$ cat src/rtl/core_ctrl_pkg.sv
// +----------------------------------------------------------------------+
// | core_ctrl_pkg: shared state, error encodings and helpers for core_ctrl |
// | Revision: 1.0                                                         |
// +----------------------------------------------------------------------+
`default_nettype none

package core_ctrl_pkg;

   typedef enum logic [2:0] {
      CTRL_BOOT   = 3'd0,
      CTRL_FETCH  = 3'd1,
      CTRL_DECODE = 3'd2,
      CTRL_EXEC   = 3'd3,
      CTRL_MEM    = 3'd4,
      CTRL_WB     = 3'd5,
      CTRL_HALT   = 3'd6
   } ctrl_state_e;

   typedef enum logic [1:0] {
      ERR_NONE     = 2'd0,
      ERR_ILLEGAL  = 2'd1,
      ERR_TIMEOUT  = 2'd2,
      ERR_MISALIGN = 2'd3
   } ctrl_err_e;

   localparam logic [31:0] PC_STEP = 32'd4;

   function automatic logic misaligned(input logic [31:0] addr);
      return addr[1:0] != 2'b00;
   endfunction

endpackage

`default_nettype wire

$ cat src/rtl/core_ctrl_if.sv
// +----------------------------------------------------------------------+
// | core_ctrl_if: sequencer handshake bundle (memories, decoder, ALU, RF) |
// | Revision: 1.0                                                         |
// +----------------------------------------------------------------------+
`default_nettype none

interface core_ctrl_if;
   logic        imem_req;
   logic        imem_ack;
   logic        ir_we;
   logic        dec_illegal;
   logic        dec_is_load;
   logic        dec_is_store;
   logic        dec_wb;
   logic        ex_we;
   logic        br_taken;
   logic [31:0] br_target;
   logic        dmem_req;
   logic        dmem_we;
   logic        dmem_ack;
   logic        rf_we;
   logic [31:0] pc;
   logic        retire;
   logic [31:0] instret;
   logic        halted;
   logic [1:0]  err_code;
   logic [2:0]  state;

   modport master (
      input  imem_ack, dec_illegal, dec_is_load, dec_is_store, dec_wb,
             br_taken, br_target, dmem_ack,
      output imem_req, ir_we, ex_we, dmem_req, dmem_we, rf_we, pc,
             retire, instret, halted, err_code, state
   );

   modport slave (
      output imem_ack, dec_illegal, dec_is_load, dec_is_store, dec_wb,
             br_taken, br_target, dmem_ack,
      input  imem_req, ir_we, ex_we, dmem_req, dmem_we, rf_we, pc,
             retire, instret, halted, err_code, state
   );
endinterface

`default_nettype wire

$ cat src/rtl/core_ctrl_bus_timer.sv
// +----------------------------------------------------------------------+
// | bus_timer: counts unacknowledged request cycles, flags expiry        |
// | Revision: 1.0                                                         |
// +----------------------------------------------------------------------+
`default_nettype none

module bus_timer #(
   parameter int MEM_TIMEOUT = 255
) (
   input  logic clk,
   input  logic rst,
   input  logic clear_i,
   input  logic req_i,
   input  logic ack_i,
   output logic expired_o
);

   generate
      if (MEM_TIMEOUT == 0) begin : g_no_timeout
         assign expired_o = 1'b0;
      end else begin : g_timeout
         localparam int CW = (MEM_TIMEOUT < 2) ? 1 : $clog2(MEM_TIMEOUT + 1);
         localparam logic [CW-1:0] LAST = CW'(MEM_TIMEOUT - 1);

         logic [CW-1:0] cnt_q;

         always_ff @(posedge clk or posedge rst) begin
            if (rst) begin
               cnt_q <= '0;
            end else if (clear_i || ack_i) begin
               cnt_q <= '0;
            end else if (req_i) begin
               cnt_q <= cnt_q + CW'(1);
            end
         end

         // cnt_q holds the number of earlier unacked cycles, so this is the final allowed one
         assign expired_o = req_i && !ack_i && (cnt_q == LAST);
      end
   endgenerate

endmodule

`default_nettype wire

$ cat src/rtl/core_ctrl.sv
// +----------------------------------------------------------------------+
// | core_ctrl: multi-cycle rv32i sequencer (PC, strobes, fault halt)     |
// | Revision: 1.0                                                         |
// +----------------------------------------------------------------------+
`default_nettype none

module core_ctrl
   import core_ctrl_pkg::*;
#(
   parameter logic [31:0] RESET_PC    = 32'h0000_0000,
   parameter int          MEM_TIMEOUT = 255
) (
   input  logic          clk,
   input  logic          rst,
   core_ctrl_if.master   bus
);

   ctrl_state_e state_q, state_d;
   ctrl_err_e   err_q, err_d;
   logic [31:0] pc_q;
   logic [31:0] instret_q;
   logic [31:0] target_q;
   logic        taken_q;
   logic        halted_q;

   logic        in_fetch, in_mem, in_wb;
   logic        bus_req, bus_ack, expired;
   logic        wb_fault, pc_we;

   assign in_fetch = (state_q == CTRL_FETCH);
   assign in_mem   = (state_q == CTRL_MEM);
   assign in_wb    = (state_q == CTRL_WB);

   assign bus_req  = in_fetch || in_mem;
   assign bus_ack  = (in_fetch && bus.imem_ack) || (in_mem && bus.dmem_ack);
   assign wb_fault = taken_q && misaligned(target_q);
   assign pc_we    = in_wb && !wb_fault;

   bus_timer #(
      .MEM_TIMEOUT (MEM_TIMEOUT)
   ) u_bus_timer (
      .clk       (clk),
      .rst       (rst),
      .clear_i   (!bus_req),
      .req_i     (bus_req),
      .ack_i     (bus_ack),
      .expired_o (expired)
   );

   always_comb begin
      state_d = state_q;
      err_d   = err_q;
      case (state_q)
         CTRL_BOOT:   state_d = CTRL_FETCH;
         CTRL_FETCH: begin
            if (bus.imem_ack) begin
               state_d = CTRL_DECODE;
            end else if (expired) begin
               state_d = CTRL_HALT;
               err_d   = ERR_TIMEOUT;
            end
         end
         CTRL_DECODE: begin
            if (bus.dec_illegal) begin
               state_d = CTRL_HALT;
               err_d   = ERR_ILLEGAL;
            end else begin
               state_d = CTRL_EXEC;
            end
         end
         CTRL_EXEC:
            state_d = (bus.dec_is_load || bus.dec_is_store) ? CTRL_MEM : CTRL_WB;
         CTRL_MEM: begin
            if (bus.dmem_ack) begin
               state_d = CTRL_WB;
            end else if (expired) begin
               state_d = CTRL_HALT;
               err_d   = ERR_TIMEOUT;
            end
         end
         CTRL_WB: begin
            if (wb_fault) begin
               state_d = CTRL_HALT;
               err_d   = ERR_MISALIGN;
            end else begin
               state_d = CTRL_FETCH;
            end
         end
         CTRL_HALT:   state_d = CTRL_HALT;
         default:     state_d = CTRL_HALT;
      endcase
   end

   always_ff @(posedge clk or posedge rst) begin
      if (rst) begin
         state_q   <= CTRL_BOOT;
         err_q     <= ERR_NONE;
         pc_q      <= RESET_PC;
         instret_q <= 32'd0;
         taken_q   <= 1'b0;
         target_q  <= 32'd0;
         halted_q  <= 1'b0;
      end else begin
         state_q  <= state_d;
         err_q    <= err_d;
         halted_q <= (state_d == CTRL_HALT);
         if (state_q == CTRL_EXEC) begin
            taken_q  <= bus.br_taken;
            target_q <= bus.br_target;
         end
         // pc and instret move on the edge that ends WB, together with retire
         if (pc_we) begin
            pc_q      <= taken_q ? target_q : pc_q + PC_STEP;
            instret_q <= instret_q + 32'd1;
         end
      end
   end

   // Strobes decode the registered state only, so an async reset drops them at once
   assign bus.imem_req = in_fetch;
   assign bus.ir_we    = in_fetch && bus.imem_ack;
   assign bus.ex_we    = (state_q == CTRL_EXEC);
   assign bus.dmem_req = in_mem;
   assign bus.dmem_we  = in_mem && bus.dec_is_store;
   assign bus.rf_we    = pc_we && bus.dec_wb && !bus.dec_is_store;
   assign bus.retire   = pc_we;
   assign bus.pc       = pc_q;
   assign bus.instret  = instret_q;
   assign bus.halted   = halted_q;
   assign bus.err_code = err_q;
   assign bus.state    = state_q;

endmodule

`default_nettype wire

$ cat src/flat_wrapper.sv
// flat-port wrapper written by rule: the top's interface ports become plain ports
module core_ctrl_flat import core_ctrl_pkg::*;
#(
   parameter logic [31:0] RESET_PC    = 32'h0000_0000,
   parameter int          MEM_TIMEOUT = 255
)
  (clk, rst, bus_imem_ack, bus_dec_illegal, bus_dec_is_load, bus_dec_is_store, bus_dec_wb, bus_br_taken, bus_br_target, bus_dmem_ack, bus_imem_req, bus_ir_we, bus_ex_we, bus_dmem_req, bus_dmem_we, bus_rf_we, bus_pc, bus_retire, bus_instret, bus_halted, bus_err_code, bus_state);
  core_ctrl_if bus_i ();
  input  logic clk;
  input  logic rst;
  input wire logic [$bits(bus_i.imem_ack)-1:0] bus_imem_ack;
  input wire logic [$bits(bus_i.dec_illegal)-1:0] bus_dec_illegal;
  input wire logic [$bits(bus_i.dec_is_load)-1:0] bus_dec_is_load;
  input wire logic [$bits(bus_i.dec_is_store)-1:0] bus_dec_is_store;
  input wire logic [$bits(bus_i.dec_wb)-1:0] bus_dec_wb;
  input wire logic [$bits(bus_i.br_taken)-1:0] bus_br_taken;
  input wire logic [$bits(bus_i.br_target)-1:0] bus_br_target;
  input wire logic [$bits(bus_i.dmem_ack)-1:0] bus_dmem_ack;
  output wire logic [$bits(bus_i.imem_req)-1:0] bus_imem_req;
  output wire logic [$bits(bus_i.ir_we)-1:0] bus_ir_we;
  output wire logic [$bits(bus_i.ex_we)-1:0] bus_ex_we;
  output wire logic [$bits(bus_i.dmem_req)-1:0] bus_dmem_req;
  output wire logic [$bits(bus_i.dmem_we)-1:0] bus_dmem_we;
  output wire logic [$bits(bus_i.rf_we)-1:0] bus_rf_we;
  output wire logic [$bits(bus_i.pc)-1:0] bus_pc;
  output wire logic [$bits(bus_i.retire)-1:0] bus_retire;
  output wire logic [$bits(bus_i.instret)-1:0] bus_instret;
  output wire logic [$bits(bus_i.halted)-1:0] bus_halted;
  output wire logic [$bits(bus_i.err_code)-1:0] bus_err_code;
  output wire logic [$bits(bus_i.state)-1:0] bus_state;
  assign bus_i.imem_ack = bus_imem_ack;
  assign bus_i.dec_illegal = bus_dec_illegal;
  assign bus_i.dec_is_load = bus_dec_is_load;
  assign bus_i.dec_is_store = bus_dec_is_store;
  assign bus_i.dec_wb = bus_dec_wb;
  assign bus_i.br_taken = bus_br_taken;
  assign bus_i.br_target = bus_br_target;
  assign bus_i.dmem_ack = bus_dmem_ack;
  assign bus_imem_req = bus_i.imem_req;
  assign bus_ir_we = bus_i.ir_we;
  assign bus_ex_we = bus_i.ex_we;
  assign bus_dmem_req = bus_i.dmem_req;
  assign bus_dmem_we = bus_i.dmem_we;
  assign bus_rf_we = bus_i.rf_we;
  assign bus_pc = bus_i.pc;
  assign bus_retire = bus_i.retire;
  assign bus_instret = bus_i.instret;
  assign bus_halted = bus_i.halted;
  assign bus_err_code = bus_i.err_code;
  assign bus_state = bus_i.state;
  core_ctrl #(.RESET_PC(RESET_PC), .MEM_TIMEOUT(MEM_TIMEOUT)) u_core (.clk(clk), .rst(rst), .bus(bus_i));
endmodule
$ cat config.mk
export PLATFORM = sky130hd
export DESIGN_NAME = core_ctrl_flat
export DESIGN_NICKNAME = d
export VERILOG_FILES = /design/src/rtl/core_ctrl_pkg.sv /design/src/rtl/core_ctrl_if.sv /design/src/rtl/core_ctrl_bus_timer.sv /design/src/rtl/core_ctrl.sv /design/src/flat_wrapper.sv
export SDC_FILE = /design/constraint.sdc
export NUM_CORES = 1
export LEC_CHECK = 0
export CAP_MARGIN = 25
export CORE_MARGIN = 1
export CORE_UTILIZATION = 55
export CTS_CLUSTER_DIAMETER = 80
export DETAILED_ROUTE_END_ITERATION = 7
export GPL_TIMING_DRIVEN = 1
export PLACE_DENSITY = 0.95
export SETUP_SLACK_MARGIN = 0.05
export SKIP_LAST_GASP = 1
export SYNTH_ARGS = -nofsm -noshare
export SYNTH_HDL_FRONTEND = slang
export SYNTH_HIERARCHICAL = 1
export SYNTH_SLANG_ARGS = --single-unit
$ cat constraint.sdc
create_clock -name clk -period 8.1 [get_ports clk]
set_clock_uncertainty 0.15 [all_clocks]
set_input_delay 1.215 -clock clk [delete_from_list [all_inputs] [get_ports clk]]
set_output_delay 1.215 -clock clk [all_outputs]
set_load 0.01 [all_outputs]
==> results.cfg, run 1 <==
[clocking]
cts_sinks = 111
cts_tree = built
cts_buffer_depth = 2
cts_made_buffers = 9
cts_setup_buffers = 0
insertion_delay_ns = 0.38
cts-root-buf = clkbuf_8
cts.clk_slew.worst_paths_ns = 0.11
htreeDepth = 3
cts_resized = 0
cts_hold_buf = 0

[cells_and_area]
finalNonFillerCells = 837
n_antenna_cell = 0
area_growth_pct = 26.1
multi_input_area_um2 = 2560
nFillCells = 689
nets = 744
stdcell_area_um2 = 6970
drive_gt1_frac = 0.0526
register_area_um2 = 2780

[synthesis]
synth_area_um2 = 5530
syn_nets = 643
yosysUniqueCellTypes = 56
yosysTopAreaCellShare = 0.502
netlist_top_cells_area = dfrtp_1 (50%), nand2_1 (9.1%), xnor2_1 (4.3%)
yosys_warnings = 6
avgSynthCellArea_um2 = 9.24
synth_edf_count = 0
syn-instance-count = 598
synth_common_cells = nand2_1 (134), dfrtp_1 (111), nand3_1 (30), o21ai_0 (30), a21oi_1 (29)
synth.yosys.seq_area_share = 0.502
synth_seq_cells = 111
synthFlopType = dfrtp_1
asyncSetResetFlopFracSynth = 1.00
yosysMostFrequentCell = nand2_1
yosys.area.top_type = dfrtp_1

[power_and_ir_drop]
cellPowerDensity_nw_per_um2 = 220
ir_drop_mv = 0.160
p_int_w = 0.00101
p_leak_nw = 2.97
p_comb_frac = 0.265
switching_share = 0.342
switching_power_w = 0.000526
p_total_w = 0.00154
sequentialPowerShare = 0.518
clkPwrFrac = 0.217

[worst_setup_path]
arrival_ns = 2.66
required_ns = 6.73
cp_num_buf_inv = 2
worstPathMaxFanout = 39
critPathCaptureType = output port
crit_type = reg -> out
start_kind = flip-flop
crit_slowest_cell = dfrtp_1
path_cells = and3b_1 > nand2_1 > buf_4 > nor3b_1 > clkdlybuf4s50_1
cp_top_family = buffers and inverters
cpPeakStageDelay_ns = 0.63

[placed_design]
hpwlAfterDp_um = 9770
place_area_um2 = 6760
port_buffers = 117
dp_cells = 820
gp_congestion = 0.916

[run]
max_cap_violations = 0

[status]
outcome = finished clean

[die]
core_area_um2 = 9770
placementRows = 36
io_pins = 118
dieHeight_um = 102
start_util = 0.566
die_w_um = 102
dieArea_um2 = 10500

[global_routing]
antenna_found_initial = 0
grt_pass1_vias = 4749
grt_max_degree = 57
gr-total-overflow = 0
grt_util_all_layers = 0.274
grt_pass1_wl_um = 22200

[detailed_routing]
vias = 4947
route.detailed.drc = 0
avgRoutedWirePerCell_um = 16.6
drt-vias-per-instance = 5.91
route.antenna.remaining_nets = 0
wl_um = 13900
first_pass_iters = 6
drt_iter0_markers = 414

[sta]
finalMaxSlewViolations = 0
worstMarginPinSlew_ns = 0.896
min_period_ns = 4.03
hold-worst-slack_ns = 0.341
finalHoldViolCount = 0
setup_tns_ns = 0
setup_viol = 0
max_freq_mhz = 248
final.period_utilization = 0.497
rsz0062_at_grt = false
max_slew_margin = 0.402

[hold_path]
min_path_type = reg -> reg
==> per-layer routing <==
| layer | GRT usage | share of wire |
|---|---|---|
| met4 | 0.125 | 0.028 |
| met1 | 0.348 | 0.40 |
| met2 | 0.471 | 0.50 |
| met3 | 0.0342 | 0.070 |
| met5 | 0 | 0 |
==> power by group through the flow <==
| stage | Combinational [W] | Sequential [W] | Clock (W) |
|---|---|---|---|
| after floorplan | 0.000228 | 0.000783 | 0 |
| after global placement | 0.000379 | 0.000789 | 0 |
| after detailed placement | 0.000400 | 0.000800 | 0 |
| after CTS | 0.000403 | 0.000790 | 0.000336 |
| after global routing | 0.000446 | 0.000807 | 0.000358 |
| final | 0.000406 | 0.000796 | 0.000333 |
==> cells in the final DEF (no fill, tap or decap), types with 3 or more instances in the layout <==
| master | netlist | layout |
|---|---|---|
| nor2_1 | 28 | 28 |
| o22a_1 | 3 | 3 |
| nand2_1 | 134 | 134 |
| clkinv_2 | 0 | 3 |
| o211ai_1 | 3 | 3 |
| a22oi_1 | 3 | 3 |
| a211oi_1 | 9 | 9 |
| and2_1 | 8 | 8 |
| inv_1 | 11 | 10 |
| a311oi_1 | 6 | 6 |
| clkdlybuf4s50_1 | 0 | 117 |
| nor2b_1 | 3 | 3 |
| dfrtp_1 | 111 | 111 |
| nor3_1 | 18 | 18 |
| xor2_1 | 8 | 8 |
| xnor2_1 | 27 | 27 |
| and3_1 | 15 | 15 |
| nand4_1 | 14 | 14 |
| buf_4 | 2 | 4 |
| a21oi_1 | 29 | 29 |
| or3_1 | 13 | 13 |
| nor3b_1 | 4 | 4 |
| a2bb2oi_1 | 4 | 4 |
| nor4_4 | 3 | 3 |
| o22ai_1 | 4 | 4 |
| o21ai_0 | 30 | 30 |
| clkbuf_8 | 0 | 9 |
| ha_1 | 4 | 4 |
| nand3_1 | 30 | 30 |
| and4_1 | 8 | 8 |
| nand3b_1 | 4 | 4 |
==> per-stage QoR <==
step	util	worst slack [ns]
after floorplan	-	4.03
after global placement	0.692	4.13
after detailed placement	0.692	4.03
after CTS	0.711	3.60
final	0.713	4.07
after global routing	0.713	3.83
==> registers in the layout (all words and copies together), names as in the netlist <==
signal                              flops
u_core/bus.state                        3
u_core/target_q                        32
u_core/u_bus_timer/g_timeout.cnt_q      8
u_core/bus.pc                          32
u_core/bus.err_code                     2
u_core/taken_q                          1
u_core/bus.instret                     32
u_core/bus.halted                       1
==> tightest hold or removal path, stage by stage (launching register included) <==
cell and delay (ns):
dfrtp_1 0.35, nand2_1 0.05, nand2_1 0.06
==> final timing paths <==
check / from / end / slack, ns / cells after the start
max: u_core/bus.state[2] / bus_rf_we / 4.07 / 5
min: u_core/target_q[17] / u_core/target_q[17] / 0.34 / 2
max reg2reg: u_core/bus.state[2] / u_core/bus.err_code[0] / 4.87 / 10
min reg2reg: u_core/target_q[17] / u_core/target_q[17] / 0.34 / 2
max in group asynchronous: rst / u_core/bus.pc[6] / 5.56 / 3
min in group asynchronous: rst / u_core/u_bus_timer/g_timeout.cnt_q[7] / 1.01 / 2
==> kinds of logic after synthesis <==
family,share of synthesized area
xor+xnor,0.0555
fa+ha+maj,0.00905
buf+inv,0.0339
simple gates,0.275
mux,0.00566
flops,0.502
compound gates,0.118
==> area by class of cell <==
| cell class | count | share of cell area |
|---|---|---|
| clock buffer | 9 | 0.0178 |
| clock inverter | 7 | 0.0100 |
| multi-input combinational | 442 | 0.367 |
| tap | 133 | 0.0239 |
| sequential | 111 | 0.398 |
| inverter | 13 | 0.00736 |
| timing repair buffer | 122 | 0.175 |
No activity file was read; power rests on OpenSTA's default activity.
==> run 2: changes to the inputs <==
- CORE_UTILIZATION: 55 -> 46
- PLACE_DENSITY: 0.95 -> 0.86
- clock period: 8.1 -> 3.3 ns (I/O delays scaled with it)
==> results.cfg, run 2 (same netlist as run 1, synthesis figures left out) <==
[power_and_ir_drop]
cellPowerDensity_nw_per_um2 = 565
p_int_w = 0.00273
clkPwrFrac = 0.274
p_leak_nw = 3.03
switching_share = 0.322
p_comb_frac = 0.246
sequentialPowerShare = 0.480
switching_power_w = 0.00130
ir_drop_mv = 0.361

[global_routing]
grt_pass1_wl_um = 23100
gr-total-overflow = 0
antenna_found_initial = 0
grt_util_all_layers = 0.232
grt_max_degree = 50
grt_pass1_vias = 4768

[run]
max_cap_violations = 0

[hold_path]
min_path_type = reg -> reg
hold_depth = 1

[cells_and_area]
final_util = 0.616
final_common_cell = nand2_1
final_cell_mix = nand2_1 (134), clkdlybuf4s50_1 (117), dfrtp_1 (111)
nets = 748
drive_gt1_frac = 0.0579
finalNonFillerCells = 851
n_antenna_cell = 0
area_growth_pct = 28.9
nFillCells = 956

[sta]
max_slew_margin = 0.553
rsz0062_at_grt = false
min_period_ns = 2.93
finalHoldViolCount = 0
setup_tns_ns = 0
setup_viol = 0
worstMarginPinSlew_ns = 0.670
finalMaxSlewViolations = 0
worst_slack_ns = 0.370
final.period_utilization = 0.888
max_freq_mhz = 341

[worst_setup_path]
start_kind = flip-flop
arrival_ns = 2.28
worstPathMaxFanout = 15
path_cells = and3b_1 > nand2_1 > nor3b_1 > clkdlybuf4s50_1
crit_type = reg -> out
cpPeakStageDelay_ns = 0.56
r2r_cells = 10
crit_slowest_cell = clkdlybuf4s50_1
critPathCaptureType = output port
required_ns = 2.65

[detailed_routing]
drt-vias-per-instance = 5.72
vias = 4867
top_layer_used = met4
route.met3.wl_um = 991
route.detailed.drc = 10
avgRoutedWirePerCell_um = 16.2
first_pass_iters = 7
wl_um = 13800
route.antenna.remaining_nets = 0
drt-met1-wl_um = 5830
drt_iter0_markers = 456
wl_met2_um = 6770

[placed_design]
gp_congestion = 0.828
dp_cells = 835
port_buffers = 117
pre_cts_ws_ns = 0.397
hpwlAfterDp_um = 9790

[clocking]
cts_buffer_depth = 2
cts_tree = built
cts_hold_buf = 0
cts_made_buffers = 9
cts.clk_slew.worst_paths_ns = 0.07
cts_sinks = 111
insertion_delay_ns = 0.35
cts-root-buf = clkbuf_16
htreeDepth = 3

[die]
die_w_um = 112
core_area_um2 = 11600
dieHeight_um = 112
io_pins = 118
placementRows = 39
start_util = 0.478
dieArea_um2 = 12500

[status]
outcome = finished with violations
violations = DRC
==> run 2: layout make-up <==
class                           instances  area, um^2  area share
Clock buffer                           10         229      0.0321
Clock inverter                          6        70.1     0.00983
Inverter                               13        52.6     0.00737
Multi-Input combinational cell        442        2570       0.360
Sequential cell                       111        2780       0.390
Tap cell                              143         179      0.0251
Timing Repair Buffer                  126        1250       0.176
==> run 2: per-layer routing <==
metal  track usage  vias up
met5             0        -
met4         0.101        0
met3        0.0310       17
met2         0.385      209
met1         0.304     2339
li1              -     2302
==> run 2: timing repair <==
action,in CTS,in global routing
resized for setup,0,1
setup endpoints to repair,0,2
buffers inserted,0,0
==> run 2: power by group through the flow <==
stage / combinational (W) / sequential [W] / clock [W]
finish: 0.000989 / 0.00193 / 0.00110
global route: 0.00110 / 0.00197 / 0.00118
CTS: 0.000991 / 0.00193 / 0.00113
detailed placement: 0.000987 / 0.00195 / 0
global placement: 0.000951 / 0.00193 / 0
floorplan: 0.000560 / 0.00192 / 0
==> run 2: final timing paths <==
path / start / slack, ns / end
max: u_core/bus.state[1] / 0.37 / bus_rf_we
min: u_core/bus.instret[31] / 0.32 / u_core/bus.instret[31]
max reg2reg: u_core/bus.state[1] / 0.52 / u_core/bus.err_code[0]
min reg2reg: u_core/bus.instret[31] / 0.32 / u_core/bus.instret[31]
max in group asynchronous: rst / 1.76 / u_core/bus.instret[30]
min in group asynchronous: rst / 0.35 / u_core/u_bus_timer/g_timeout.cnt_q[1]
==> run 2: worst max-delay path: cells and delay by family (launching register included) <==
family / cells / cell delay [ns]
buffers and inverters: 1 / 0.56
AND/OR/NAND/NOR: 3 / 0.86
flip-flops: 1 / 0.52
==> run 2: stage by stage <==
stage	hold WS, ns	total power, W	instance area [um^2]
after global placement	0.307	0.00288	6820
after global routing	0.336	0.00425	7130
after detailed placement	0.313	0.00294	6820
after floorplan	0.161	0.00248	5530
final	0.321	0.00403	7130
after CTS	0.326	0.00405	7120
